$ cat src/rtl/morse_letter_decoder.sv
// -----------------------------------------------------------------------------
// morse_letter_decoder
//
// Collects dit/dash events from the pulse interpreter into a symbol pattern and
// turns it into an ASCII character when a letter or word boundary arrives.
// A word boundary adds a single space character. Repeated spaces are
// suppressed, and no space is produced before the first letter after reset.
//
// Ports
//   clock_1khz   in   1  system clock (same 1 kHz clock as pulse_interpreter)
//   rst          in   1  synchronous active-high reset
//   pulse_event  in   3  0 none, 1 dit, 2 dash, 3 letter end, 4 word end,
//                        5..7 ignored
//   char_code    out  8  ASCII code, qualified by char_valid (held otherwise)
//   char_valid   out  1  one-cycle strobe
//   char_err     out  1  one-cycle strobe, set with char_valid when the
//                        unknown-character code is emitted
//   symbol_count out  3  number of symbols currently buffered
// -----------------------------------------------------------------------------
module morse_letter_decoder #(
    parameter int          MAX_SYMBOLS  = 5,
    parameter logic [7:0]  UNKNOWN_CHAR = 8'h3F,
    parameter logic [7:0]  SPACE_CHAR   = 8'h20
) (
    input  logic       clock_1khz,
    input  logic       rst,
    input  logic [2:0] pulse_event,
    output logic [7:0] char_code,
    output logic       char_valid,
    output logic       char_err,
    output logic [2:0] symbol_count
);

    localparam logic [2:0] EV_DIT    = 3'd1;
    localparam logic [2:0] EV_DASH   = 3'd2;
    localparam logic [2:0] EV_LETTER = 3'd3;
    localparam logic [2:0] EV_WORD   = 3'd4;

    typedef enum logic [1:0] {
        COLLECT     = 2'd0,
        EMIT_LETTER = 2'd1,
        EMIT_SPACE  = 2'd2
    } state_t;

    state_t                   state_reg, state_next;
    logic [MAX_SYMBOLS-1:0]   pattern_reg, pattern_next;
    logic [2:0]               count_reg, count_next;
    logic                     overflow_reg, overflow_next;
    logic                     pending_space_reg, pending_space_next;
    logic                     last_was_space_reg, last_was_space_next;
    logic [7:0]               char_code_reg, char_code_next;
    logic                     char_valid_reg, char_valid_next;
    logic                     char_err_reg, char_err_next;

    logic                     is_symbol;
    logic [8:0]               lookup_result;

    // Returns {hit, ascii}. The first symbol received sits at bit cnt-1 of
    // pat, the most recent one at bit 0; dash = 1, dit = 0.
    function automatic logic [8:0] lookup(input logic [2:0] cnt, input logic [4:0] pat);
        logic [8:0] r;
        r = {1'b0, UNKNOWN_CHAR};
        case ({cnt, pat})
            {3'd1, 5'b00000}: r = {1'b1, 8'h45}; // E .
            {3'd1, 5'b00001}: r = {1'b1, 8'h54}; // T -
            {3'd2, 5'b00000}: r = {1'b1, 8'h49}; // I ..
            {3'd2, 5'b00001}: r = {1'b1, 8'h41}; // A .-
            {3'd2, 5'b00010}: r = {1'b1, 8'h4E}; // N -.
            {3'd2, 5'b00011}: r = {1'b1, 8'h4D}; // M --
            {3'd3, 5'b00000}: r = {1'b1, 8'h53}; // S ...
            {3'd3, 5'b00001}: r = {1'b1, 8'h55}; // U ..-
            {3'd3, 5'b00010}: r = {1'b1, 8'h52}; // R .-.
            {3'd3, 5'b00011}: r = {1'b1, 8'h57}; // W .--
            {3'd3, 5'b00100}: r = {1'b1, 8'h44}; // D -..
            {3'd3, 5'b00101}: r = {1'b1, 8'h4B}; // K -.-
            {3'd3, 5'b00110}: r = {1'b1, 8'h47}; // G --.
            {3'd3, 5'b00111}: r = {1'b1, 8'h4F}; // O ---
            {3'd4, 5'b00000}: r = {1'b1, 8'h48}; // H ....
            {3'd4, 5'b00001}: r = {1'b1, 8'h56}; // V ...-
            {3'd4, 5'b00010}: r = {1'b1, 8'h46}; // F ..-.
            {3'd4, 5'b00100}: r = {1'b1, 8'h4C}; // L .-..
            {3'd4, 5'b00110}: r = {1'b1, 8'h50}; // P .--.
            {3'd4, 5'b00111}: r = {1'b1, 8'h4A}; // J .---
            {3'd4, 5'b01000}: r = {1'b1, 8'h42}; // B -...
            {3'd4, 5'b01001}: r = {1'b1, 8'h58}; // X -..-
            {3'd4, 5'b01010}: r = {1'b1, 8'h43}; // C -.-.
            {3'd4, 5'b01011}: r = {1'b1, 8'h59}; // Y -.--
            {3'd4, 5'b01100}: r = {1'b1, 8'h5A}; // Z --..
            {3'd4, 5'b01101}: r = {1'b1, 8'h51}; // Q --.-
            {3'd5, 5'b00000}: r = {1'b1, 8'h35}; // 5
            {3'd5, 5'b00001}: r = {1'b1, 8'h34}; // 4
            {3'd5, 5'b00011}: r = {1'b1, 8'h33}; // 3
            {3'd5, 5'b00111}: r = {1'b1, 8'h32}; // 2
            {3'd5, 5'b01111}: r = {1'b1, 8'h31}; // 1
            {3'd5, 5'b10000}: r = {1'b1, 8'h36}; // 6
            {3'd5, 5'b11000}: r = {1'b1, 8'h37}; // 7
            {3'd5, 5'b11100}: r = {1'b1, 8'h38}; // 8
            {3'd5, 5'b11110}: r = {1'b1, 8'h39}; // 9
            {3'd5, 5'b11111}: r = {1'b1, 8'h30}; // 0
            default:          r = {1'b0, UNKNOWN_CHAR};
        endcase
        return r;
    endfunction

    assign is_symbol     = (pulse_event == EV_DIT) || (pulse_event == EV_DASH);
    assign lookup_result = lookup(count_reg, 5'(pattern_reg));

    // The character is decoded at the moment the boundary is seen and the
    // result is registered, so the strobe appears in the cycle the FSM spends
    // in the matching EMIT state.
    always_comb begin
        state_next          = state_reg;
        pattern_next        = pattern_reg;
        count_next          = count_reg;
        overflow_next       = overflow_reg;
        pending_space_next  = pending_space_reg;
        last_was_space_next = last_was_space_reg;
        char_code_next      = char_code_reg;
        char_valid_next     = 1'b0;
        char_err_next       = 1'b0;

        // Symbols are accepted in every state; the buffer was already
        // cleared when the previous letter was latched.
        if (is_symbol) begin
            if (count_reg < 3'(MAX_SYMBOLS)) begin
                pattern_next = {pattern_reg[MAX_SYMBOLS-2:0], (pulse_event == EV_DASH)};
                count_next   = count_reg + 3'd1;
            end else begin
                overflow_next = 1'b1;
            end
        end

        case (state_reg)
            COLLECT: begin
                if ((pulse_event == EV_LETTER || pulse_event == EV_WORD) && count_reg != 3'd0) begin
                    char_valid_next     = 1'b1;
                    last_was_space_next = 1'b0;
                    if (overflow_reg || !lookup_result[8]) begin
                        char_code_next = UNKNOWN_CHAR;
                        char_err_next  = 1'b1;
                    end else begin
                        char_code_next = lookup_result[7:0];
                    end
                    pattern_next       = '0;
                    count_next         = 3'd0;
                    overflow_next      = 1'b0;
                    pending_space_next = (pulse_event == EV_WORD);
                    state_next         = EMIT_LETTER;
                end else if (pulse_event == EV_WORD && !last_was_space_reg) begin
                    char_valid_next     = 1'b1;
                    char_code_next      = SPACE_CHAR;
                    last_was_space_next = 1'b1;
                    state_next          = EMIT_SPACE;
                end
            end
            EMIT_LETTER: begin
                if (pending_space_reg) begin
                    char_valid_next     = 1'b1;
                    char_code_next      = SPACE_CHAR;
                    last_was_space_next = 1'b1;
                    state_next          = EMIT_SPACE;
                end else begin
                    state_next = COLLECT;
                end
                pending_space_next = 1'b0;
            end
            EMIT_SPACE: begin
                state_next = COLLECT;
            end
            default: begin
                state_next = COLLECT;
            end
        endcase
    end

    always_ff @(posedge clock_1khz) begin
        if (rst) begin
            state_reg          <= COLLECT;
            pattern_reg        <= '0;
            count_reg          <= 3'd0;
            overflow_reg       <= 1'b0;
            pending_space_reg  <= 1'b0;
            last_was_space_reg <= 1'b1;
            char_code_reg      <= 8'h00;
            char_valid_reg     <= 1'b0;
            char_err_reg       <= 1'b0;
        end else begin
            state_reg          <= state_next;
            pattern_reg        <= pattern_next;
            count_reg          <= count_next;
            overflow_reg       <= overflow_next;
            pending_space_reg  <= pending_space_next;
            last_was_space_reg <= last_was_space_next;
            char_code_reg      <= char_code_next;
            char_valid_reg     <= char_valid_next;
            char_err_reg       <= char_err_next;
        end
    end

    assign char_code    = char_code_reg;
    assign char_valid   = char_valid_reg;
    assign char_err     = char_err_reg;
    assign symbol_count = count_reg;

endmodule

$ cat config.mk
export PLATFORM = sky130hd
export DESIGN_NAME = morse_letter_decoder
export DESIGN_NICKNAME = d
export VERILOG_FILES = /design/src/rtl/morse_letter_decoder.sv
export SDC_FILE = /design/constraint.sdc
export NUM_CORES = 1
export LEC_CHECK = 0
export ABC_AREA = 0
export CAP_MARGIN = 0
export CORE_ASPECT_RATIO = 1.2
export CORE_UTILIZATION = 41
export CTS_CLUSTER_SIZE = 40
export DETAILED_ROUTE_END_ITERATION = 10
export PLACE_DENSITY_LB_ADDON = 0.1
export SYNTH_ARGS = -nofsm -noshare
export SYNTH_HDL_FRONTEND = slang
export SYNTH_SLANG_ARGS = --single-unit
$ cat constraint.sdc
create_clock -name clock_1khz -period 2.68 [get_ports clock_1khz]
set_input_delay 0.536 -clock clock_1khz [delete_from_list [all_inputs] [get_ports clock_1khz]]
set_output_delay 0.536 -clock clock_1khz [all_outputs]
set_load 0.03 [all_outputs]
==> metrics.md, run 1 <==
| Metric | Value |
|---|---|
| Result of the run | `complete, no violations` |
| Clk sink count | `22` |
| Min Hold Slack | `0.4545 ns` |
| Flip-flop count of the largest register, all copies and words added | `7` |
| Global-route wire length before repair | `6948 um` |
| Placeable core region | `around 3700 um2` |
| Instance count along the most critical hold path | `2` |
| Port bufs | `16` |
| Top post-synthesis cells by count | `nor2_1, dfxtp_1, nand2_1, clkbuf_1, nand2b_1` |
| Number of routed nets with antenna violations | `0` |
| Num CTS Buffers | `3` |
| Depth of the worst register-to-register path | `6` |
| R2r startpoint | `pattern_reg[4]$_SDFF_PP0_` |
| Clock latency at the later pin of the worst-skew pair | `0.26 ns` |
| Worst min-delay path startpoint | `char_code[1]$_SDFFE_PP0P_` |
| Maximum buffer depth of the clock tree | `2` |
| Static leakage power | `0.6650 nW` |
| Clock-pin slew on the worst setup and hold paths | `0.08 ns` |
| Number of synthesized flops with an enable pin | `0` |
| Initial core utilization | `around 44%` |
| Reg2reg setup slack | `0.39 ns` |
| Buffers plus inverters on the worst setup path | `2` |
| Area of the multi-input gates | `1065 um2` |
| Most used flip-flop cell after synthesis | `dfxtp_1` |
| Type of the most critical hold path | `register to register` |
| WHS Endpoint | `char_code[1]$_SDFFE_PP0P_` |
| Cell breakdown of the critical path | `clkdlybuf4s50_1 -> nor3b_1 -> o22ai_1 -> nor3_1 -> nand2b_1 -> inv_1 -> a21oi_1 -> a31oi_1` |
| Unrepaired setup endpoints after global routing | `no` |
| Overall die width | `59.32 um` |
| Setup tns final | `0 ns` |
| Actual slew at the worst max-slew pin | `0.5364 ns` |
| Clock group share of total power | `28.4%` |
| Number of warnings printed during yosys synthesis | `0` |
| Proportion of power drawn by flip-flops and latches | `roughly half` |
| Power Density | `roughly 380 nW/um2` |
| Std-Cell Rows | `24` |
| Crit path max-delay family | `simple AND/OR/NAND/NOR gates` |
| Kind of launch point of the worst setup path | `input pin` |
| Gate power share | `23.2%` |
| Number of diodes | `0` |
| Routed WL | `4160 um` |
| Average cell area after synthesis | `7.772 um2` |
| CP Data Arrival Time | `2.48 ns` |
| Root Driver | `clkbuf_8` |
| Layout overhead on the synthesized area | `17.49%` |
| Worst path required time | `2.87 ns` |
| TritonRoute pass-1 iters | `4` |
| Period utilisation layout | `85.47%` |
| Overflow left after global routing | `0` |
| Category of the worst setup path capture point | `register` |
| Maximum operating frequency | `around 440 MHz` |
| Synth area leader | `dfxtp_1` |
| Maximum number of pins on one net before global-route repair | `20` |
| DRC viols | `0` |
| Final weighted congestion in routability-driven placement | `0.9680` |
| Largest cells by area after synthesis | `dfxtp_1, nor2_1, mux2i_1` |
| Cell Area, Synth | `1617 um2` |
| CTS tree | `built` |
| Vias | `1640` |
| Critical-path cell with the highest stage delay | `clkdlybuf4s50_1` |
| Shortest clock period the worst path allows after layout | `2.291 ns` |
| Final hold vios | `0` |
| Final Setup Violations | `0` |
| All-layer global routing usage | `between 20% and 30%` |
| Layout cell share with drive strength beyond 1 | `10.36%` |
| Max-slew violations | `0` |
| Critical path class | `input pin to register` |
| Final Total Pwr | `0.7246 mW` |
| Count of filler cells inserted in the layout | `362` |
| Hold_buf cts | `0` |
| Maximum cell stage delay along the critical path | `0.56 ns` |
| Count of state elements after synthesis | `22` |
| Antenna violations before repair | `0` |
| Number of H-tree branching levels | `1` |
| Fraction of registers with async set or reset after synthesis | `0%` |
| Most used standard cell by instance count after synthesis | `nor2_1` |
| 1st-iter DRT viols | `between 100 and 150` |
| Seq/Total Area, Yosys | `between 20% and 30%` |
| Avg WL per Cell | `15.18 um` |
| Die Footprint | `approximately 4200 um2` |
| Syn Inst Count | `about 210` |
| Peak supply drop | `0.1559 mV` |
| Register Area | `approximately 440 um2` |
| Vias per inst | `5.985` |
| Number of primary I/O pins | `18` |
| Number of global-route vias before repair | `1538` |
| Share of the synthesized area in the top cell type | `around 27%` |
| Largest clock skew in the final design | `0.002722 ns` |
| Post-DP HPWL | `3116 um` |
| Net switching power of the design | `0.2153 mW` |
| Die span in y | `70.79 um` |
| CP max FO | `7` |
| Max_cap viols | `0` |
| # nets final | `231` |
| Number of different library cells in the post-synthesis netlist | `58` |
| Cell-internal power | `0.5093 mW` |
| Endpoint of the most critical register-to-register path | `char_code[3]$_SDFFE_PP0P_` |
| Net count of the mapped netlist | `215` |
| Setup bufs post-CTS | `0` |
| Post-CTS sizing | `0` |
| Remaining max-slew budget at the tightest pin | `63.73%` |
| Switching portion of total power | `29.71%` |
-- placed cells by master, fill, tap and decap left out, drive strengths merged, types with 2 or more instances in the layout --
master	n
nor3b	2
dfxtp	22
or4b	3
o31ai	2
nor2	23
o21ai	8
a21boi	2
o21bai	2
or4	3
o211ai	6
a22oi	3
nand2	13
o22ai	2
ha	2
nand2b	9
clkbuf	3
mux2i	6
nor2b	5
inv	8
a31oi	6
or4bb	3
a211o	2
buf	13
nand3	2
a211oi	5
nor3	8
nor4	3
and3b	3
nand3b	3
nand4	4
a21oi	8
clkdlybuf4s50	16
nor4b	5
-- tightest hold or removal path, cell delays in order, from the launching register on --
cell     delay (ns)
dfxtp_1        0.31
nand2_1        0.05
o21ai_1        0.05
-- power by group through the flow --
stage | clock, mW | combinational [mW] | sequential [mW]
finish | 0.205 | 0.168 | 0.351
global route | 0.226 | 0.183 | 0.354
CTS | 0.216 | 0.167 | 0.351
detailed placement | 0 | 0.166 | 0.359
global placement | 0 | 0.165 | 0.358
floorplan | 0 | 0.0979 | 0.371
-- through the flow --
stage,cells,util (%),setup WS [ns],instance area (um2)
2_1_floorplan,208,-,0.4254,1617
3_3_place_gp,271,50.30,0.2038,1858
3_5_place_dp,271,50.30,0.1143,1858
4_1_cts,274,51.42,0.3671,1899
5_1_grt,274,51.42,0.1586,1899
6_report,274,51.42,0.3894,1899
-- layer usage --
metal	up-vias	GRT usage (%)	part of all wire (%)
li1	807	-	-
met1	770	26.85	44
met2	53	35.08	51
met3	10	2.194	3.3
met4	0	8.995	2.5
met5	-	0	0
-- worst max-delay path by stage --
stage                                endpoint  slack, ns                  startpoint  depth (start not counted)
finish              char_code[3]$_SDFFE_PP0P_       0.39              pulse_event[2]                          8
global route        char_code[3]$_SDFFE_PP0P_       0.16              pulse_event[2]                          8
CTS                 char_code[3]$_SDFFE_PP0P_       0.37              pulse_event[2]                          8
detailed placement  char_code[3]$_SDFFE_PP0P_       0.11              pulse_event[2]                          8
global placement    char_code[3]$_SDFFE_PP0P_       0.20              pulse_event[2]                          8
floorplan           char_code[1]$_SDFFE_PP0P_       0.43  symbol_count[2]$_SDFF_PP0_                          7
-- area by class of cell --
class,instances,area share [%]
inverters,8,1.581
repair buffers,29,13.57
clock buffers,3,2.174
flip-flops and latches,22,23.19
multi-input cells,160,56.06
well taps,52,3.426
-- logic make-up (layout without fill, tap and decap cells) --
group           count (synthesis)  in the layout  share of synthesized area [%]
xor+xnor                        1              1                         0.5419
fa+ha+maj                       2              2                          1.548
other cells                     1              1                         0.2320
simple gates                   93             93                          33.75
buf+inv                        26             40                          6.889
mux                             6              6                          3.715
flops                          22             22                          27.24
compound gates                 57             57                          26.08
Note: power is estimated with default switching activity, not from simulation.
==> run 2: changes to the inputs <==
Settings changed: ABC_AREA 0 to 1.
==> metrics.md, run 2 <==
| Metric | Value |
|---|---|
| Largest cells by area after synthesis | `dfxtp_1, nand2_1, nor2_1` |
| Hold_buf cts | `0 (unchanged)` |
| 1st-iter DRT viols | `81 (-35%)` |
| Num CTS Buffers | `3 (unchanged)` |
| Overall die width | `60.66 um (+2.3%)` |
| Critical-path cell with the highest stage delay | `clkdlybuf4s50_1` |
| Number of different library cells in the post-synthesis netlist | `31 (-47%)` |
| Share of the synthesized area in the top cell type | `26.02% (-1.2 points)` |
| Max_cap viols | `0 (unchanged)` |
| Result of the run | `complete, no violations` |
| Static leakage power | `0.8832 nW (+33%)` |
| Count of state elements after synthesis | `22 (unchanged)` |
| Peak supply drop | `0.4658 mV (+200%)` |
| Placeable core region | `3941 um2 (+6.7%)` |
| # placed instances | `343 (+27%)` |
| Kind of launch point of the worst setup path | `register` |
| Cell breakdown of the critical path | `clkdlybuf4s50_1` |
| Worst min-delay path startpoint | `char_code[2]$_SDFFE_PP0P_` |
| Number of warnings printed during yosys synthesis | `0 (unchanged)` |
| Remaining max-slew budget at the tightest pin | `56.61% (-7.1 points)` |
| Antenna violations before repair | `0 (unchanged)` |
| Setup bufs post-CTS | `0 (unchanged)` |
| Leading cell type in the layout, fill and taps excluded | `nand2_1` |
| Final hold vios | `0 (unchanged)` |
| R2r startpoint | `pattern_reg[0]$_SDFF_PP0_` |
| Critical path class | `register to output pin` |
| Net count of the mapped netlist | `285 (+33%)` |
| Cell Area, Synth | `1693 um2 (+4.7%)` |
| TritonRoute pass-1 iters | `5 (+1)` |
| Commonest cells after routing, fill and taps aside | `nand2_1, nor2_1, inv_1, dfxtp_1, nand3_1` |
| CP Data Arrival Time | `1.51 ns (-0.97 ns)` |
| Power Density | `506.1 nW/um2 (+33%)` |
| Layout overhead on the synthesized area | `14.86%` |
| Number of diodes | `0 (unchanged)` |
| Flip-flop count of the largest register, all copies and words added | `7 (unchanged)` |
| Maximum number of pins on one net before global-route repair | `13 (-35%)` |
| Routed WL | `4111 um (-1.2%)` |
| Post-CTS sizing | `0 (unchanged)` |
| Final Non-Filler Cells | `347 (+27%)` |
| Setup tns final | `0 ns (unchanged)` |
| Clk sink count | `22 (unchanged)` |
| Largest clock skew in the final design | `0.002165 ns (-0.0005575 ns)` |
| Avg WL per Cell | `11.85 um (-22%)` |
| Maximum cell stage delay along the critical path | `0.74 ns (+0.18 ns)` |
| Endpoint of the most critical register-to-register path | `char_code[0]$_SDFFE_PP0P_` |
| # nets final | `301 (+30%)` |
| CTS tree | `built` |
| Reg2reg setup slack | `0.84 ns (+0.45 ns)` |
| Die Footprint | `4391 um2 (+4.6%)` |
| All-layer global routing usage | `20.93% (-0.085 points)` |
| Instance count along the most critical hold path | `2 (unchanged)` |
| Number of routed nets with antenna violations | `0 (unchanged)` |
| Vias | `1719 (+4.8%)` |
| Shortest clock period the worst path allows after layout | `2.050 ns (-0.2408 ns)` |
| Number of global-route vias before repair | `1591 (+3.4%)` |
| Port bufs | `16 (unchanged)` |
| Number of primary I/O pins | `18 (unchanged)` |
| Most used standard cell by instance count after synthesis | `nand2_1` |
| Most used flip-flop cell after synthesis | `dfxtp_1` |
| Final Setup Violations | `0 (unchanged)` |
| Area of the multi-input gates | `1094 um2 (+2.7%)` |
| Worst path required time | `2.14 ns (-0.73 ns)` |
| Std-Cell Rows | `25 (+4.2%)` |
| Overflow left after global routing | `0 (unchanged)` |
| Start point of the critical path | `symbol_count[2]$_SDFF_PP0_` |
| Unrepaired setup endpoints after global routing | `no` |
| Die span in y | `72.39 um (+2.3%)` |
| Category of the worst setup path capture point | `output pin` |
| Initial core utilization | `42.95% (-0.81 points)` |
| Final weighted congestion in routability-driven placement | `0.9985 (+3.2%)` |
| Vias per inst | `4.954 (-17%)` |
| Post-DP HPWL | `3295 um (+5.7%)` |
| CP max FO | `7 (unchanged)` |
| Register Area | `440.4 um2 (unchanged)` |
| Global-route wire length before repair | `7003 um (+0.79%)` |
| Count of filler cells inserted in the layout | `441 (+22%)` |
| Average cell area after synthesis | `6.089 um2 (-22%)` |
| Max-slew violations | `0 (unchanged)` |
| Fraction of registers with async set or reset after synthesis | `0% (unchanged)` |
| Type of the most critical hold path | `register to register` |
| Layout cell share with drive strength beyond 1 | `16.04% (+5.7 points)` |
| Clock latency at the later pin of the worst-skew pair | `0.25 ns (about the same)` |
| Seq/Total Area, Yosys | `26.02% (-1.2 points)` |
| Crit path max-delay family | `buffers and inverters` |
| Clock-pin slew on the worst setup and hold paths | `0.08 ns (about the same)` |
| Buffers plus inverters on the worst setup path | `1 (-1)` |
| Root Driver | `clkbuf_8` |
| Syn Inst Count | `278 (+34%)` |
| Number of synthesized flops with an enable pin | `0 (unchanged)` |
| Top post-synthesis cells by count | `nand2_1, nor2_1, inv_1, dfxtp_1, nand3_1` |
| Number of H-tree branching levels | `1 (unchanged)` |
| Maximum operating frequency | `487.8 MHz (+12%)` |
| Period utilisation layout | `76.49% (-9.0 points)` |
| WHS Endpoint | `char_code[2]$_SDFFE_PP0P_` |
| DRC viols | `0 (unchanged)` |
| Maximum buffer depth of the clock tree | `2 (unchanged)` |
| Actual slew at the worst max-slew pin | `0.6481 ns (+0.1116 ns)` |
| Synth area leader | `dfxtp_1` |
| Depth of the worst register-to-register path | `12 (+6)` |
[run 2: metal layers]
metal | part of all wire [%] | vias up | global-route usage, %
met5 | 0 | - | 0
met4 | 3.6 | 0 | 11.11
met3 | 3.4 | 11 | 1.783
met2 | 47 | 51 | 35.29
met1 | 46 | 747 | 25.85
li1 | - | 910 | -
[run 2: layout make-up]
class | instances | share of cell area, %
Clock buffer | 4 | 2.831
Inverter | 34 | 6.564
Multi-Input combinational cell | 217 | 56.24
Tap cell | 54 | 3.475
Sequential cell | 22 | 22.65
Timing Repair Buffer | 16 | 8.237
[run 2: report_power, final]
part / total, mW / switching, mW / leakage, nW / internal [mW]
clock: 0.231 / 0.101 / 0.0288 / 0.131
sequential: 0.391 / 0.0300 / 0.180 / 0.361
combinational: 0.362 / 0.236 / 0.675 / 0.126
[run 2: logic make-up after synthesis]
group	Yosys count	share of synthesized area, %
simple gates	174	48.04
fa+ha+maj	2	1.478
xor+xnor	1	0.5175
flops	22	26.02
other cells	1	0.2215
compound gates	39	14.34
buf+inv	39	9.386
[run 2: worst max-delay path by stage]
stage	slack, ns	to	cells after the start
floorplan	1.01	char_code[5]$_SDFFE_PP0P_	10
global placement	0.48	char_code[5]$_SDFFE_PP0P_	10
detailed placement	0.44	char_code[5]$_SDFFE_PP0P_	10
CTS	0.62	symbol_count[2]	1
global route	0.49	state_reg[1]$_SDFFE_PP0P_	9
finish	0.63	symbol_count[2]	1
[run 2: per-stage QoR]
step	power (mW)	util, %	setup slack, ns	instance area, um2	hold slack, ns
global route	1.053	49.33	0.4927	1944	0.5024
floorplan	0.6601	-	1.007	1693	0.4516
CTS	0.9928	49.33	0.6154	1944	0.4791
finish	0.9840	49.33	0.6302	1944	0.4784
global placement	0.7629	47.94	0.4794	1889	0.4673
detailed placement	0.7598	47.94	0.4444	1889	0.4641
